<file path="config.mk">
export PLATFORM = sky130hd
export DESIGN_NAME = serial_period_meter
export DESIGN_NICKNAME = d
export VERILOG_FILES = /design/src/rtl/serial_period_meter.sv
export SDC_FILE = /design/constraint.sdc
export NUM_CORES = 1
export LEC_CHECK = 0
export ABC_AREA = 1
export CAP_MARGIN = 20
export CORE_UTILIZATION = 53
export CTS_CLUSTER_SIZE = 24
export DETAILED_ROUTE_END_ITERATION = 10
export GPL_ROUTABILITY_DRIVEN = 0
export HOLD_SLACK_MARGIN = 0.12
export PLACE_DENSITY = 0.87
export SLEW_MARGIN = 25
export SYNTH_ARGS = -nofsm -noshare
export SYNTH_HDL_FRONTEND = slang
export SYNTH_SLANG_ARGS = --single-unit
</file>
<file path="constraint.sdc">
create_clock -name clock -period 1.7 [get_ports clock]
set_clock_uncertainty 0.05 [all_clocks]
set_input_delay 0.34 -clock clock [delete_from_list [all_inputs] [get_ports clock]]
set_output_delay 0.34 -clock clock [all_outputs]
set_load 0.05 [all_outputs]
</file>
<file path="src/rtl/serial_period_meter.sv">
// ---------------------------------------------------------------------------
// serial_period_meter
//
// Measures the period and high time, in clock cycles, of a serial bitstream
// between consecutive rising edges. Each completed measurement is presented
// with a one-cycle strobe, and a lock flag rises once the waveform has
// repeated itself for LOCK_COUNT consecutive measurements.
//
// Parameters:
//   CNT_WIDTH   width of the period/high counters and outputs (default 8)
//   LOCK_COUNT  consecutive matching measurements needed for lock (1..15)
//
// Ports:
//   clock         in   single clock, shared with the shift register
//   reset_n       in   asynchronous active-low reset
//   clear         in   synchronous clear, same effect as reset
//   sample_in     in   serial input (shift register output)
//   period_out    out  last measured period in cycles
//   high_out      out  last measured high time in cycles
//   period_valid  out  one-cycle strobe when new period/high are presented
//   overflow      out  one-cycle strobe when the period counter saturates
//   locked        out  waveform stable for LOCK_COUNT consecutive matches
//
// Build option:
//   SERIAL_PERIOD_METER_DUTY_EN  when defined, the high-time counter is built,
//   high_out reports the high time and lock compares period and high time.
//   When undefined, high_out is tied to 0 and lock compares period only.
// ---------------------------------------------------------------------------
module serial_period_meter #(
   parameter int CNT_WIDTH  = 8,
   parameter int LOCK_COUNT = 2
) (
   input  logic                 clock,
   input  logic                 reset_n,
   input  logic                 clear,
   input  logic                 sample_in,
   output logic [CNT_WIDTH-1:0] period_out,
   output logic [CNT_WIDTH-1:0] high_out,
   output logic                 period_valid,
   output logic                 overflow,
   output logic                 locked
);

   localparam logic [0:0] ST_IDLE    = 1'b0;
   localparam logic [0:0] ST_MEASURE = 1'b1;

   localparam logic [CNT_WIDTH-1:0] CNT_MAX = '1;
   localparam logic [CNT_WIDTH-1:0] CNT_ONE = {{(CNT_WIDTH-1){1'b0}}, 1'b1};
   localparam logic [3:0]           LOCK_TARGET = 4'(LOCK_COUNT);

   logic [0:0]           state_reg;
   logic                 prev_reg;
   logic [CNT_WIDTH-1:0] cnt_reg;
   logic                 ovf_flag_reg;
   logic [3:0]           match_reg;
   logic                 have_ref_reg;
   logic [CNT_WIDTH-1:0] ref_period_reg;
   logic                 rise;
   logic                 same;

   assign rise   = sample_in & ~prev_reg;
   assign locked = (match_reg >= LOCK_TARGET);

`ifdef SERIAL_PERIOD_METER_DUTY_EN
   logic [CNT_WIDTH-1:0] hcnt_reg;
   logic [CNT_WIDTH-1:0] ref_high_reg;
   logic [CNT_WIDTH-1:0] high_reg;

   assign high_out = high_reg;
   assign same     = (cnt_reg == ref_period_reg) && (hcnt_reg == ref_high_reg);

   // High-time counter and its reference. It restarts at 1 on every edge
   // because the edge cycle itself is a high cycle of the new period.
   always_ff @(posedge clock or negedge reset_n) begin
      if (!reset_n) begin
         hcnt_reg     <= '0;
         ref_high_reg <= '0;
         high_reg     <= '0;
      end else if (clear) begin
         hcnt_reg     <= '0;
         ref_high_reg <= '0;
         high_reg     <= '0;
      end else if (rise) begin
         if (state_reg == ST_MEASURE && !ovf_flag_reg) begin
            high_reg     <= hcnt_reg;
            ref_high_reg <= hcnt_reg;
         end
         hcnt_reg <= CNT_ONE;
      end else if (state_reg == ST_MEASURE && sample_in && hcnt_reg != CNT_MAX) begin
         hcnt_reg <= hcnt_reg + CNT_ONE;
      end
   end
`else
   assign high_out = '0;
   assign same     = (cnt_reg == ref_period_reg);
`endif

   always_ff @(posedge clock or negedge reset_n) begin
      if (!reset_n) begin
         state_reg      <= ST_IDLE;
         prev_reg       <= 1'b1;
         cnt_reg        <= '0;
         ovf_flag_reg   <= 1'b0;
         match_reg      <= '0;
         have_ref_reg   <= 1'b0;
         ref_period_reg <= '0;
         period_out     <= '0;
         period_valid   <= 1'b0;
         overflow       <= 1'b0;
      end else if (clear) begin
         // prev returns to 1 so an edge coinciding with clear is lost.
         state_reg      <= ST_IDLE;
         prev_reg       <= 1'b1;
         cnt_reg        <= '0;
         ovf_flag_reg   <= 1'b0;
         match_reg      <= '0;
         have_ref_reg   <= 1'b0;
         ref_period_reg <= '0;
         period_out     <= '0;
         period_valid   <= 1'b0;
         overflow       <= 1'b0;
      end else begin
         prev_reg     <= sample_in;
         period_valid <= 1'b0;
         overflow     <= 1'b0;
         case (state_reg)
            ST_IDLE: begin
               if (rise) begin
                  state_reg    <= ST_MEASURE;
                  cnt_reg      <= CNT_ONE;
                  ovf_flag_reg <= 1'b0;
               end
            end
            ST_MEASURE: begin
               if (rise) begin
                  // An edge while the counter sits at its maximum still
                  // reports: the period is exactly CNT_MAX cycles.
                  if (!ovf_flag_reg) begin
                     period_out     <= cnt_reg;
                     period_valid   <= 1'b1;
                     ref_period_reg <= cnt_reg;
                     if (!have_ref_reg) begin
                        have_ref_reg <= 1'b1;
                        match_reg    <= '0;
                     end else if (same) begin
                        if (match_reg < LOCK_TARGET)
                           match_reg <= match_reg + 4'd1;
                     end else begin
                        match_reg <= '0;
                     end
                  end
                  cnt_reg      <= CNT_ONE;
                  ovf_flag_reg <= 1'b0;
               end else if (cnt_reg == CNT_MAX) begin
                  // Counter already saturated and the period keeps going:
                  // this measurement can no longer be represented.
                  if (!ovf_flag_reg) begin
                     overflow     <= 1'b1;
                     ovf_flag_reg <= 1'b1;
                     match_reg    <= '0;
                  end
               end else begin
                  cnt_reg <= cnt_reg + CNT_ONE;
               end
            end
            default: state_reg <= ST_IDLE;
         endcase
      end
   end

endmodule
</file>
# [Word-level counts from Yosys, hierarchy flattened]
# Index checks and enable logic that the tools add are counted.
[totals] ff_bits=26
[classes] n_addsub=2 order_cmp=2 eq_ne=9 muxes=39 n_bitwise=3 reduce_logical=7
[op_table] cell="two-way mux 8 bit" n=8
[op_table] cell="two-way mux 4 bit" n=9
[op_table] cell="two-way mux 1 bit" n=20
[op_table] cell="case mux 8 bit (2 select lines)" n=1
[op_table] cell="!= test 3 bit, second input constant" n=3
[op_table] cell="adder 8 x 1 -> 8 bit, second input constant" n=1
[op_table] cell="== test 8 bit" n=1
[op_table] cell="== test 8 bit, second input constant" n=1
[op_table] cell="!= test 5 x 4 -> 1 bit, second input constant" n=1
[op_table] cell="AND reduction 5 bit" n=1
[op_table] cell="adder 4 x 1 -> 4 bit, second input constant" n=1
[op_table] cell="greater-or-equal comparator 4 x 2 -> 1 bit, second input constant" n=1
[op_table] cell="< comparator 4 x 2 -> 1 bit, second input constant" n=1
[op_table] cell="!= test 4 x 2 -> 1 bit, second input constant" n=1
[op_table] cell="!= test 4 bit, second input constant" n=1
[op_table] cell="AND reduction 2 bit" n=2
[op_table] cell="nonzero test 2 bit" n=2
[op_table] cell="AND reduction 3 bit" n=1
[op_table] cell="nonzero test 3 bit" n=1
[op_table] cell="!= test 2 bit, second input constant" n=1
[op_table] cell="NOT 1 bit" n=2
[op_table] cell="case mux 1 bit (2 select lines)" n=1
[op_table] cell="AND 1 bit" n=1

# [Longest topological paths before layout]
[logic_depth] word_depth=8 ltp_mapped=10 depth_no_buf=10

# [Least setup slack after synthesis]
# No wires, ideal clock.
[synth_path] path_type="reg2out" from="register match_reg[2]" to="output locked" arrival_time_ns=1.189 t_required_ns=1.310 path_slack_ns=0.121 stages_incl_launch_ff=5 path_buffers=0 cell_sequence="dfrtp_1 > nor2_1 > inv_1 > or2_2 > or2_2"
[synth_via] elab_chain_len=1
[synth_rtl] item="start: declaration" line="55" source="logic [3:0] match_reg;"
[synth_rtl] item="start signal: assignment" line="147" source="match_reg <= match_reg + 4'd1;"
[synth_rtl] item="greater-or-equal comparator 4 x 2 -> 1 bit" line="62" source="assign locked = (match_reg >= LOCK_TARGET);"
[synth_rtl] item="end: declaration" line="41" source="output logic locked"
# No other way between the ends.

# [Worst setup path after layout]
[layout_path] from="register match_reg[3]" to="output locked"
# Same word-level chain as after synthesis.

==> results_dict.tcl <==
set metrics [dict create \
    setup_crit_path_kind "reg -> out" \
    dieArea_mm2 0.00303 \
    boundaryPins 23 \
    async_flop_share_pct 100 \
    drive_above_1_share_pct 18.6 \
    cts-root-buf "sky130_fd_sc_hd__clkbuf_4" \
    synth.distinct_cells 26 \
    finalHoldViolCount 0 \
    footprint_of_the_multi_input_gates_um2 668 \
    timing.final.ws_setup_ns -0.181 \
    postSynthRegisterBits 26 \
    floorplan.initialDensity_pct 58.0 \
    dominantRegCellSynth "sky130_fd_sc_hd__dfrtp_1" \
    clk_latency_ns 0.33 \
    dp_slack_ns -0.113 \
    cts_num_sinks 26 \
    synthesis.yosys.warnings 0 \
    setup_viol 1 \
    ir_drop_mv 0.402 \
    postLayoutCellArea_mm2 0.00175 \
    worstPathMaxFanout 3 \
    worstSetupEndpointType "primary output" \
    cell_internal_pwr_mw 0.781 \
    mappedNetlistArea_mm2 0.00149 \
    rsz0062_at_grt "true" \
    final.setup.tns_ns -0.181 \
    place.detailed.hpwl_um 2240 \
    critical_path.slowest_cell "sky130_fd_sc_hd__dfrtp_1" \
    drt-initial-drc-count 32 \
    average_wire_per_standard_cell_um 12.1 \
    slew_violations 0 \
    num_rows 18 \
    timing.critical_path.buf_inv 2 \
    filler_cell_count 211 \
    htree_num_levels 1 \
    place.port_buffers 14 \
    placed_area_mm2 0.00169 \
    cp.arrival_ns 1.49 \
    core-area_mm2 0.00257 \
    crit_family "simple AND/OR/NAND/NOR gates" \
    worst_path_clk_slew_ns 0.14 \
    status "finished with violations" \
    avg_inst_size_synth_um2 7.75 \
    insertedDiodeCount 0 \
    grt_use_met1_pct 29.6 \
    detailroute.via_count 1282 \
    switching_share_pct 30.3 \
    cpPeakStageDelay_ns 0.41 \
    violations_in_the_final_reports "setup timing" \
    clock_tree.buffer_depth 2 \
    die_width_um 55 \
    route.detailed.vias_per_inst 5.11 \
    crit-reg2reg-launch "prev_reg" \
    sequential_area_share_after_synthesis_pct 43.8 \
    num-nets-final 229 \
    synthCells 192 \
    crit_required_ns 1.31 \
    place_inst 244 \
    crit_chain "nor2_1, inv_1, or2_4, or2_4, buf_8" \
    power_per_cell_area_mw_per_mm2 642 \
    top_usage_layer "met2" \
    max_freq_mhz 532 \
    wl_um 3040 \
    crit_path_start_kind "flop" \
    timing.critical_path.from "match_reg[3]" \
    power.combinational.fraction_pct 17.8 \
    maximum_number_of_pins_on_one_net_before_global_route_repair 27 \
    worst_hold_path_type "in -> async" \
    cpMostUsedCell "sky130_fd_sc_hd__or2_4" \
    synth_edf_count 0 \
    post_cts_hold_buffers 0 \
    drt-pass1-iter-count 4 \
    vias_in_the_first_global_route 1193 \
    final.hold.worst_slack_ns 0.312 \
    switching_power_mw 0.340 \
    num_cts_buffers 3 \
    max-cap-violations 0 \
    met2_usage_pct 39.0 \
    layout.cells.most_common "sky130_fd_sc_hd__nand2_1" \
    die_height_um 55 \
    post-route-min-period_ns 1.88 \
    p_seq_share_pct 57.4 \
    global_route_overflow 0 \
    tritoncts "yes" \
    power.share.clock_pct 24.8 \
    register_area_um2 652 \
    final-instance-count-excl-fill 251 \
    leakage_nw 0.951 \
    wire_length_of_the_first_global_routing_pass_um 4910 \
    area.growth.synth_to_final_pct 17.3 \
    grt_antenna_before_repair 0 \
    track_usage_pct 23.2 \
    antenna_left 0 \
    remaining_drc_errors 0 \
    period_share_pct 111 \
    commonest_cells_after_routing_fill_and_taps_aside "49 x sky130_fd_sc_hd__nand2_1, 35 x sky130_fd_sc_hd__inv_1, 25 x sky130_fd_sc_hd__dfrtp_1, 21 x sky130_fd_sc_hd__buf_4, 17 x sky130_fd_sc_hd__nor2_1" \
    globalRouteMet3Util_pct 2.73 \
]
## power by group through the flow
stage / Sequential [mW] / Combinational, mW / Clock, mW
3_3_place_gp: 0.656 / 0.190 / 0
2_1_floorplan: 0.673 / 0.127 / 0
3_5_place_dp: 0.656 / 0.194 / 0
4_1_cts: 0.644 / 0.194 / 0.279
6_report: 0.644 / 0.199 / 0.278
5_1_grt: 0.646 / 0.221 / 0.304
## area by class of cell
| class | count | area share, % |
|---|---|---|
| clock buffers | 4 | 1.50 |
| inverters | 37 | 8.02 |
| multi-input cells | 128 | 38.3 |
| flip-flops and latches | 26 | 37.3 |
| well taps | 30 | 2.15 |
| repair buffers | 26 | 12.8 |
## logic make-up (layout without fill, tap and decap cells)
kind of cell / after synthesis / count (layout) / share of synthesized area, %
other: 1 / 8 / 0.252
AND/OR/NAND/NOR: 91 / 91 / 28.7
AO/OA/AOI/OAI: 24 / 24 / 10.1
adder cells (fa/ha/maj): 3 / 3 / 2.52
buffers and inverters: 45 / 67 / 13.4
flip-flops: 26 / 26 / 43.8
XOR/XNOR: 2 / 2 / 1.18
## worst reg2reg max path, stage by stage, from the launching register on
cell and delay (ns):
sky130_fd_sc_hd__dfstp_2 0.54, sky130_fd_sc_hd__inv_1 0.03, sky130_fd_sc_hd__nand2_1 0.11, sky130_fd_sc_hd__inv_2 0.08
sky130_fd_sc_hd__nor2_4 0.23, sky130_fd_sc_hd__buf_4 0.17, sky130_fd_sc_hd__a21oi_4 0.07, sky130_fd_sc_hd__nand2_1 0.12
sky130_fd_sc_hd__nand2_1 0.06, sky130_fd_sc_hd__nand2_1 0.05
## synthesized netlist by cell type (3+ instances only)
master                    instances  share of area [%]
sky130_fd_sc_hd__o22ai_1          8                3.4
sky130_fd_sc_hd__nand2_1         49                 12
sky130_fd_sc_hd__o21ai_0          7                2.4
sky130_fd_sc_hd__nand4_1          6                2.5
sky130_fd_sc_hd__nand3_1          8                2.7
sky130_fd_sc_hd__nor2_1          17                4.3
sky130_fd_sc_hd__dfrtp_1         25                 42
sky130_fd_sc_hd__nor2_4           3                2.3
sky130_fd_sc_hd__nand2_4          3                2.3
sky130_fd_sc_hd__buf_4            8                4.0
sky130_fd_sc_hd__ha_1             3                2.5
sky130_fd_sc_hd__a21oi_1          5                1.7
sky130_fd_sc_hd__inv_1           36                9.1
## what timing repair did
item / 4_1_cts / 5_1_grt
resized for setup: 4 / 1
buffers inserted: 0 / 3
pin swaps: 0 / 1
endpoints found under the setup margin: 1 / 2
## path summary, 6_finish.rpt
kind | to | slack (ns) | depth (start not counted)
max reg2reg | match_reg[1] | 0.14 | 9
min reg2reg | overflow | 0.38 | 1
max in group asynchronous | prev_reg | 1.00 | 2
max | locked | -0.18 | 5
min in group clock | overflow | 0.38 | 1
min | ref_period_reg[6] | 0.31 | 2
## routing by layer
metal,vias up,part of all wire [%]
met5,-,0
met4,0,3.2
met3,9,4.4
met2,48,46
met1,583,47
li1,642,-
## per-stage QoR
stage          util, %  power (mW)
2_1_floorplan        -       0.800
3_3_place_gp      65.6       0.845
3_5_place_dp      65.6       0.849
4_1_cts           67.2        1.12
5_1_grt           68.0        1.17
6_report          68.0        1.12
(Power assumes the default switching activity.)
==> edit 1 (same settings) <==
The option `SERIAL_PERIOD_METER_DUTY_EN` is turned on by a define.
--- a/src/rtl/serial_period_meter.sv
+++ b/src/rtl/serial_period_meter.sv
@@ -27,4 +27,6 @@
 //   When undefined, high_out is tied to 0 and lock compares period only.
 // ---------------------------------------------------------------------------
+`define SERIAL_PERIOD_METER_DUTY_EN
+
 module serial_period_meter #(
    parameter int CNT_WIDTH  = 8,
Formal check against the unedited RTL: not equivalent (a bounded check fails within 10 cycles, from zero or initial values and one cycle with reset_n low).
==> edit 1 against the original RTL <==
The flow still finishes with violations (setup timing); combinational power up 49%; wire length up 84%; cell area up 64%; setup slack better by 0.073 ns; sequential power up 61%; synthesized area up 53%; maximum frequency up 4.0%; power up 79%; sequential cell count up 16.
==> edit 1: results (changes against the original RTL) <==
| Metric | Value |
|---|---|
| Placed insts | `384 (was 244)` |
| Total number of vias | `2,145 (was 1,282)` |
| First-pass GRT wire length | `9120 µm (was 4910 µm)` |
| Net Sw Power | `0.000543 W (was 0.000340 W)` |
| Port buffer count | `22 (was 14)` |
| Nets | `355 (was 229)` |
| Worst-path clk slew | `0.08 ns (was 0.14 ns)` |
| Status | `complete, but fails checks (unchanged)` |
| Vias in the first global route | `2,034 (was 1,193)` |
| Drt pass-1 iters | `4 (unchanged)` |
| Place WS | `-0.194 ns (was -0.113 ns)` |
| Max VDD drop | `0.419 mV (was 0.402 mV)` |
| Combinational fraction of design power | `14.8% (was 17.8%)` |
| DRT iter0 DRCs | `236 (was 32)` |
| PD cells | `700 mW/mm² (was 642 mW/mm²)` |
| Least-Margin Pin Slew | `0.283 ns` |
| Total negative slack | `-0.108 ns (was -0.181 ns)` |
| Mapped Nets | `300` |
| Failing checks | `setup timing (unchanged)` |
| Clock group power | `0.000666 W (was 0.000278 W)` |
| Post-DP Area | `0.00270 mm² (was 0.00169 mm²)` |
| Worst Slack Setup Final | `-0.108 ns (was -0.181 ns)` |
| Worst-Skew Late Latency | `0.30 ns (was 0.33 ns)` |
| Layout cells sized above 1 | `21.3% (was 18.6%)` |
| Clk Tree Root Cell | `clkbuf_8 (was clkbuf_4)` |
| Fillers | `307 (was 211)` |
| Reg2Reg Depth | `9 (unchanged)` |
| Largest net degree at the start of global routing | `43 (was 27)` |
| Crit path max fanout | `2 (was 3)` |
| Top post-synthesis cells by area | `dfrtp_1, nand2_1, inv_1, nor2_1, o21ai_0 (was dfrtp_1, nand2_1, inv_1, nor2_1, buf_4)` |
| CTS H-tree depth | `2 (was 1)` |
| Final setup fails | `1 (unchanged)` |
| Placed wire-length estimate | `3930 µm (was 2240 µm)` |
| Synth async-reset ratio | `100% (unchanged)` |
| Unique masters post-synth | `34 (was 26)` |
| DR WL/cell | `14.0 µm (was 12.1 µm)` |
| Synth warn | `0 (unchanged)` |
| Global-route usage over all layers | `27.8% (was 23.2%)` |
| Initial antenna violation count | `0 (unchanged)` |
| CP arrival | `1.42 ns (was 1.49 ns)` |
| Sequential share of the synthesized area | `46.3% (was 43.8%)` |
| Hold path depth | `2` |
| Hold Crit Class | `in2reg (was in2async)` |
| Drt total wl | `5590 µm (was 3040 µm)` |
| Ant diodes | `0 (unchanged)` |
| Leak | `1.48 nW (was 0.951 nW)` |
| TritonCTS buffer count | `5 (was 3)` |
| Buffer depth of the longest clock path | `2 (unchanged)` |
| Mean Syn Cell Area | `7.79 µm² (was 7.75 µm²)` |
| Synth cell count leaders | `nand2_1, inv_1, dfrtp_1, nor2_1, o21ai_0 (was nand2_1, inv_1, dfrtp_1, nor2_1)` |
edit 1: per-layer routing:
metal / vias to the layer above / global-route usage (%) / share of wire (%)
li1: 1042 / - / -
met1: 1018 / 32.9 / 42
met2: 72 / 46.0 / 51
met3: 13 / 7.77 / 5.6
met4: 0 / 13.0 / 2.0
met5: - / 0 / 0
edit 1: critical path, cell delays in order, from the launching register on:
cell and delay [ns]:
dfrtp_1 0.41, nor2_1 0.09, inv_1 0.06, nor2_2 0.11, inv_1 0.07, or2_4 0.23, buf_8 0.15
edit 1: layout make-up:
| class | instances | area [µm²] | area share [%] |
|---|---|---|---|
| Timing Repair Buffer | 52 | 443 | 15.5 |
| Clock buffer | 8 | 90.1 | 3.14 |
| Multi-Input combinational cell | 197 | 1030 | 36.1 |
| Sequential cell | 42 | 1050 | 36.7 |
| Inverter | 49 | 184 | 6.42 |
| Tap cell | 50 | 62.6 | 2.18 |
edit 1: cell families after synthesis:
kind of cell	Yosys count	synth area share, %
compound gates	48	13.4
xor+xnor	9	3.47
fa+ha+maj	4	2.20
buf+inv	53	9.25
flops	42	46.3
simple gates	136	25.4
edit 1: worst paths after layout:
check	startpoint	slack, ns	end
max	match_reg[2]	-0.11	locked
max in group asynchronous	reset_n	0.85	prev_reg
min	clear	0.35	state_reg
min reg2reg	ovf_flag_reg	0.38	overflow
max reg2reg	cnt_reg[1]	0.09	cnt_reg[7]
min in group asynchronous	reset_n	0.49	hcnt_reg[4]
edit 1: what timing repair did:
action | CTS | global route
setup buffers | 2 | 3
hold buffers | 1 | 0
pin swaps | 2 | 2
endpoints found under the hold margin | 41 | 0
gates resized for setup | 4 | 5
endpoints found under the setup margin | 1 | 10
==> edit 2 (same settings) <==
Without the edit above. Put one more register stage on the output `period_out`, without a reset. The value now appears one clock later. The other outputs are not delayed to match. Comments in the files are not updated.
--- a/src/rtl/serial_period_meter.sv
+++ b/src/rtl/serial_period_meter.sv
@@ -48,4 +48,6 @@
    localparam logic [CNT_WIDTH-1:0] CNT_ONE = {{(CNT_WIDTH-1){1'b0}}, 1'b1};
    localparam logic [3:0]           LOCK_TARGET = 4'(LOCK_COUNT);
+
+   logic [CNT_WIDTH-1:0] period_s0;
 
    logic [0:0]           state_reg;
@@ -105,5 +107,5 @@
          have_ref_reg   <= 1'b0;
          ref_period_reg <= '0;
-         period_out     <= '0;
+         period_s0      <= '0;
          period_valid   <= 1'b0;
          overflow       <= 1'b0;
@@ -117,5 +119,5 @@
          have_ref_reg   <= 1'b0;
          ref_period_reg <= '0;
-         period_out     <= '0;
+         period_s0      <= '0;
          period_valid   <= 1'b0;
          overflow       <= 1'b0;
@@ -137,5 +139,5 @@
                   // reports: the period is exactly CNT_MAX cycles.
                   if (!ovf_flag_reg) begin
-                     period_out     <= cnt_reg;
+                     period_s0      <= cnt_reg;
                      period_valid   <= 1'b1;
                      ref_period_reg <= cnt_reg;
@@ -169,3 +171,7 @@
    end
 
+   always_ff @(posedge clock) begin
+      period_out <= period_s0;
+   end
+
 endmodule
Function: changed (a bounded check fails within 10 cycles, from zero or initial values and one cycle with reset_n low).
==> edit 2 against the original RTL <==
Wire length up 6.5%; power up 44%; setup slack better by 0.033 ns; sequential share of layout area grew 3.7 points; synthesized area grew 9.7%; largest power group unchanged; critical path type unchanged; cell area increased by 13%; register-to-register slack worse by 0.18 ns; the run ends with DRC, setup timing left; combinational power is 61% higher; maximum frequency up 1.8%; first-iteration DRC count increased by 22%; sequential cell count up 8.
==> edit 2: results (changes against the original RTL) <==
| Metric | Value |
|---|---|
| Inverters | `32 (was 37)` |
| Setup bufs post-CTS | `8 (was 0)` |
| Drt total wl | `3230 µm (was 3040 µm)` |
| Worst Slack Setup Final | `-0.148 ns (was -0.181 ns)` |
| Post-synthesis xor/xnor area fraction | `2.14% (was 1.18%)` |
| WL met2 | `1580 µm (was 1390 µm)` |
| Fillers | `199 (was 211)` |
| Post-Synth Adder-Cell Area | `2.30% (was 2.52%)` |
| Multi-input gate share of total cell area | `33.6% (was 38.3%)` |
| Wire length on met3 | `156 µm (was 133 µm)` |
| Layout cells sized above 1 | `29.9% (was 18.6%)` |
| Total negative slack | `-0.202 ns (was -0.181 ns)` |
| Crit path max fanout | `2 (was 3)` |
| DRC errors left | `1 (was 0)` |
| Sequential share of the synthesized area | `49.7% (was 43.8%)` |
| Post-CTS sizing | `5 (was 4)` |
| Clock buf/inv share | `3.03% (was 1.50%)` |
| Status | `complete, but fails checks (unchanged)` |
| Synth async-reset ratio | `76.5% (was 100%)` |
| Met2 Use GR | `34.4% (was 39.0%)` |
| Global-route usage over all layers | `21.6% (was 23.2%)` |
| Wire length on met1 | `1410 µm (was 1420 µm)` |
| Switching Share | `28.9% (was 30.3%)` |
| Die area | `0.00331 mm² (was 0.00303 mm²)` |
| CP arrival | `1.46 ns (was 1.49 ns)` |
| Layout clock buffers | `7 (was 4)` |
| Post-Layout Cell Count | `255 (was 251)` |
| Failing checks | `DRC, setup timing (was setup timing)` |
| Final setup fails | `3 (was 1)` |
| Vias in the first global route | `1,213 (was 1,193)` |
| Cell area after layout | `0.00198 mm² (was 0.00175 mm²)` |
| First-pass GRT wire length | `5230 µm (was 4910 µm)` |
| Placed wire-length estimate | `2170 µm (was 2240 µm)` |
| Multi-input comb cells | `115 (was 128)` |
| PD cells | `817 mW/mm² (was 642 mW/mm²)` |
-- edit 2: cell types whose count changed in the layout (fill, tap and decap cells not counted), sizes merged, moves of 7 or more --
cell / unedited run / this run
nand3: 9 / 16
dfxtp: 0 / 8
o21ai: 7 / 15
nor2: 21 / 13
buf: 23 / 32
nand2: 53 / 36
-- edit 2: cell families after synthesis --
group | Yosys count
adder cells (fa/ha/maj) | 3
AND/OR/NAND/NOR | 72
AO/OA/AOI/OAI | 28
buffers and inverters | 41
XOR/XNOR | 4
flip-flops | 34
other | 1
-- edit 2: final timing paths --
kind | cells past startpoint | from | to | slack (ns)
worst max-delay path | 6 | match_reg[2] | locked | -0.15
worst min-delay path | 2 | reset_n | match_reg[0] | 0.30
worst max register to register | 12 | match_reg[2] | match_reg[0] | -0.04
worst min register to register | 0 | ref_period_reg[7] | period_out[7] | 0.36
max in group asynchronous | 2 | reset_n | prev_reg | 0.98
min in group clock | 0 | ref_period_reg[7] | period_out[7] | 0.36
